$ cat src/rtl/uart_byte_fifo.sv
// Byte FIFO between a UART receiver/transmitter and its consumer, with occupancy and almost-full.
// Latency: a byte pushed at edge N is visible at the head right after edge N; one push + one pop per cycle.
// Backpressure: in_ready drops only when full, independent of out_ready; flush discards everything.
module uart_byte_fifo #(
    parameter int DEPTH_LOG2  = 4,
    parameter int ALMOST_FULL = 12
) (
    input  logic                  clk,
    input  logic                  reset_low,
    input  logic                  flush,
    input  logic                  in_valid,
    output logic                  in_ready,
    input  logic [7:0]            in_byte,
    output logic                  out_valid,
    input  logic                  out_ready,
    output logic [7:0]            out_byte,
    output logic [DEPTH_LOG2:0]   count,
    output logic                  almost_full
);

    localparam int DEPTH = 1 << DEPTH_LOG2;
    localparam logic [DEPTH_LOG2:0]   DEPTH_CNT = (DEPTH_LOG2 + 1)'(DEPTH);
    localparam logic [DEPTH_LOG2:0]   AF_CNT    = (DEPTH_LOG2 + 1)'(ALMOST_FULL);
    localparam logic [DEPTH_LOG2:0]   CNT_ONE   = (DEPTH_LOG2 + 1)'(1);
    localparam logic [DEPTH_LOG2-1:0] PTR_ONE   = DEPTH_LOG2'(1);

    logic [7:0]            mem_q [DEPTH];
    logic [DEPTH_LOG2-1:0] wr_ptr_q, wr_ptr_d;
    logic [DEPTH_LOG2-1:0] rd_ptr_q, rd_ptr_d;
    logic [DEPTH_LOG2:0]   count_q, count_d;
    logic                  push, pop;

    // Readiness looks only at the stored count, so a full FIFO refuses a push even while popping.
    assign in_ready    = (count_q != DEPTH_CNT);
    assign out_valid   = (count_q != '0);
    assign out_byte    = out_valid ? mem_q[rd_ptr_q] : 8'h00;
    assign count       = count_q;
    assign almost_full = (count_q >= AF_CNT);

    assign push = in_valid & in_ready & ~flush;
    assign pop  = out_valid & out_ready & ~flush;

    always_comb begin
        wr_ptr_d = wr_ptr_q;
        rd_ptr_d = rd_ptr_q;
        count_d  = count_q;
        if (flush) begin
            wr_ptr_d = '0;
            rd_ptr_d = '0;
            count_d  = '0;
        end else begin
            if (push) begin
                wr_ptr_d = wr_ptr_q + PTR_ONE;
            end
            if (pop) begin
                rd_ptr_d = rd_ptr_q + PTR_ONE;
            end
            case ({push, pop})
                2'b10:   count_d = count_q + CNT_ONE;
                2'b01:   count_d = count_q - CNT_ONE;
                default: count_d = count_q;
            endcase
        end
    end

    always_ff @(posedge clk or negedge reset_low) begin
        if (!reset_low) begin
            wr_ptr_q <= '0;
            rd_ptr_q <= '0;
            count_q  <= '0;
        end else begin
            wr_ptr_q <= wr_ptr_d;
            rd_ptr_q <= rd_ptr_d;
            count_q  <= count_d;
        end
    end

    // Storage carries no reset; out_valid gates every read of it.
    always_ff @(posedge clk) begin
        if (push) begin
            mem_q[wr_ptr_q] <= in_byte;
        end
    end

endmodule

$ cat config.mk
export PLATFORM = sky130hd
export DESIGN_NAME = uart_byte_fifo
export DESIGN_NICKNAME = d
export VERILOG_FILES = /design/src/rtl/uart_byte_fifo.sv
export SDC_FILE = /design/constraint.sdc
export NUM_CORES = 1
export LEC_CHECK = 0
export BUFFER_PORTS_ARGS = -buffer_cell sky130_fd_sc_hd__buf_2
export CORE_MARGIN = 4
export CORE_UTILIZATION = 45
export CTS_BUF_LIST = sky130_fd_sc_hd__clkbuf_16
export DETAILED_ROUTE_END_ITERATION = 10
export GPL_ROUTABILITY_DRIVEN = 0
export PLACE_DENSITY_LB_ADDON = 0.3
export SETUP_SLACK_MARGIN = 0.3
export SKIP_CTS_REPAIR_TIMING = 1
export SLEW_MARGIN = 20
export SYNTH_ARGS = -nofsm -noshare
export SYNTH_HDL_FRONTEND = slang
export SYNTH_SLANG_ARGS = --single-unit
$ cat constraint.sdc
create_clock -name clk -period 3.1 [get_ports clk]
set_input_delay 0.62 -clock clk [delete_from_list [all_inputs] [get_ports clk]]
set_output_delay 0.62 -clock clk [all_outputs]
set_load 0.1 [all_outputs]
==> run metrics <==
status=finished, final reports clean; ANT cells=0; Routed WL=about 12 mm; Fin. Hold Viols=0; FP Rows=41; number of CTS-inserted buffers=17; core area=0.01267 mm^2; LEAKAGE=approximately 2.5 nW; Clock Sinks=around 140; routed vias=2963; Gate Count Post-Synth=around 310; final net count=390; Arr. time, crit path=2.17 ns; Max-slew headroom=between 60% and 70%; FMAX=approximately 360 MHz; syn_nets=roughly 330; Worst setup EP type=output port; maxcap violations=0; CTS tree=yes; Req. time, crit path=roughly 2.5 ns; mapped cell area=0.005832 mm^2; clk_skew=about 0.010 ns; fin crit share=between 80% and 90%; DP Worst Slack=0.2501 ns; Avg Vias per Cell=roughly 5.3; # setup viols final=0; share of cells above drive strength 1=41.88%; Overflow after GRT=0; share of the synthesized area in the top cell type=between 60% and 70%; utilization after layout=58.21%; Pre-antenna DRT Iters=4; crit path max fanout=9; setup TNS=0 ns; initial core utilization=~46%; Reg clk slew, reported paths=around 0.050 ns; Root Buffer=clkbuf_16; R2R setup slack=0.44 ns; largest net degree at the start of global routing=36; Post-route DRC=0; first-pass GRT wire length=17.53 mm; CP Launch Type=flip-flop; slowest CP cell=mux4_2; Area growth syn-to-layout=26.47%; I/O Buffers=28; Synth Warn #=0; Final Max Tran Viols=0; Worst Path Class, Setup=reg2out; Ports=29; die width=about 120 um; main flop type after synthesis=edfxtp_1; DP HPWL=roughly 6.8 mm; Final ANT Viol Nets=0; Hold/Removal Path Class=in2async; DR WL/cell=~21 um; CP peak stage delay=about 0.53 ns; DR iter-0 viols=188; antenna violations before repair=0; crit-path cells=buf_12 > mux4_2 > mux2i_2 > o22ai_4 > buf_12; CTS max path bufs=2; maximum VDD drop=~530 uV; slew of the pin with the lowest slew margin=0.5448 ns; # H-tree levels=4; vias in the first global route=between 3000 and 4000; worst skew pair latency=0.41 ns; RSZ-0062 raised after global routing=true; die area=about 0.015 mm^2; die height=121.8 um; post-synthesis register bit count=about 140; number of synthesized flops with an enable pin=128; P per Cell Area=961.6 mW/mm^2; sequential share of the synthesized area=71.49%; average size of a mapped cell=between 15 and 20 um^2; Synth area leaders=edfxtp_1 66%, mux4_2 12%, dfrtp_1 5.6%; gr usage total=16.38%; Synth async-reset ratio=roughly 9.2%; final setup margin=approximately 0.31 ns; post-layout min period=2.789 ns; Synth area leader=edfxtp_1; Unique masters post-synth=37; Worst path most repeated cell=buf_12
-- kinds of logic (layout without fill, tap and decap cells) --
group                      after synthesis  count (layout)  share of synthesized area (%)
AOI/OAI and AO/OA                       21              21                          2.424
xor gates and xnor gates                 8               8                          1.202
adders and majority gates                7               7                          1.502
buffers and inverters                   19              89                          1.845
DFF                                    141             141                          71.49
muxes                                   53              53                          16.03
and+or+nand+nor                         63              63                          5.514
-- registers in the layout, summed over array words and instances, names as in the netlist --
signal,flops
wr_ptr_q,4
rd_ptr_q,4
mem_q,128
count,5
-- per-layer routing --
metal	global-route usage [%]	vias to the layer above	share of wire [%]
li1	-	1362	-
met1	22.65	1516	42
met4	4.832	0	0.69
met2	26.35	75	52
met5	0	-	0
met3	3.668	10	6.0
-- synthesized netlist by cell type, types with 3 or more instances --
library cell and count:
inv_1 3, nor2_1 28, buf_2 4, mux4_2 32, nand2_1 12, o22ai_1 8
edfxtp_1 128, a21oi_1 6, clkbuf_1 8, dfrtp_1 13, xor2_1 7, nand3_1 8
mux2i_1 20, ha_1 7, or3_1 3
-- report_power, final --
part	switching (mW)	leakage [nW]	internal, mW
clock	0.716	0.313	1.41
sequential	0.0938	1.32	2.14
combinational	1.66	0.838	1.08
-- cells in the final DEF, fill, tap and decap left out, types with 6 or more instances in the layout --
master     instances
nand2_1           11
edfxtp_1         128
mux2i_2           10
dfrtp_1            6
buf_2             20
nor2_1            28
clkbuf_16         19
mux2i_4            7
buf_12            10
xor2_1             7
nand3_1            8
buf_4             21
ha_1               6
o22ai_4            8
mux4_2            32
-- final timing paths --
check / start / end / cells past startpoint
worst max-delay path: rd_ptr_q[0] / out_byte[7] / 5
worst min-delay path: reset_low / count[0] / 1
worst max register to register: count[2] / count[4] / 10
worst min register to register: wr_ptr_q[3] / wr_ptr_q[3] / 2
max in group asynchronous: reset_low / count[2] / 1
min in group clk: out_ready / rd_ptr_q[1] / 3
-- layout make-up --
cell class                      instances  area (um^2)
Multi-Input combinational cell        152         1809
Clock buffer                           17        425.4
Inverter                                3        11.26
Sequential cell                       141         4183
Tap cell                              172        215.2
Clock inverter                         14        201.4
Timing Repair Buffer                   55        530.5
Fill cell                             922         5295
-- worst max-delay path, delay by kind of cell, from the launching register on --
family	cells	cell delay, ns
AOI/OAI and AO/OA	1	0.13
buffers and inverters	2	0.37
DFF	1	0.48
muxes	2	0.78
-- through the flow --
| stage | hold WS (ns) | cells | total power [mW] | instance area, um^2 |
|---|---|---|---|---|
| after detailed placement | 0.5223 | 518 | 4.801 | 6546 |
| after CTS | 0.08204 | 549 | 6.931 | 7173 |
| final | 0.09498 | 554 | 7.093 | 7376 |
| after global routing | 0.1089 | 554 | 7.366 | 7376 |
| after floorplan | 0.3244 | 312 | 4.182 | 5986 |
| after global placement | 0.5182 | 518 | 4.782 | 6546 |
(Power assumes the default switching activity.)
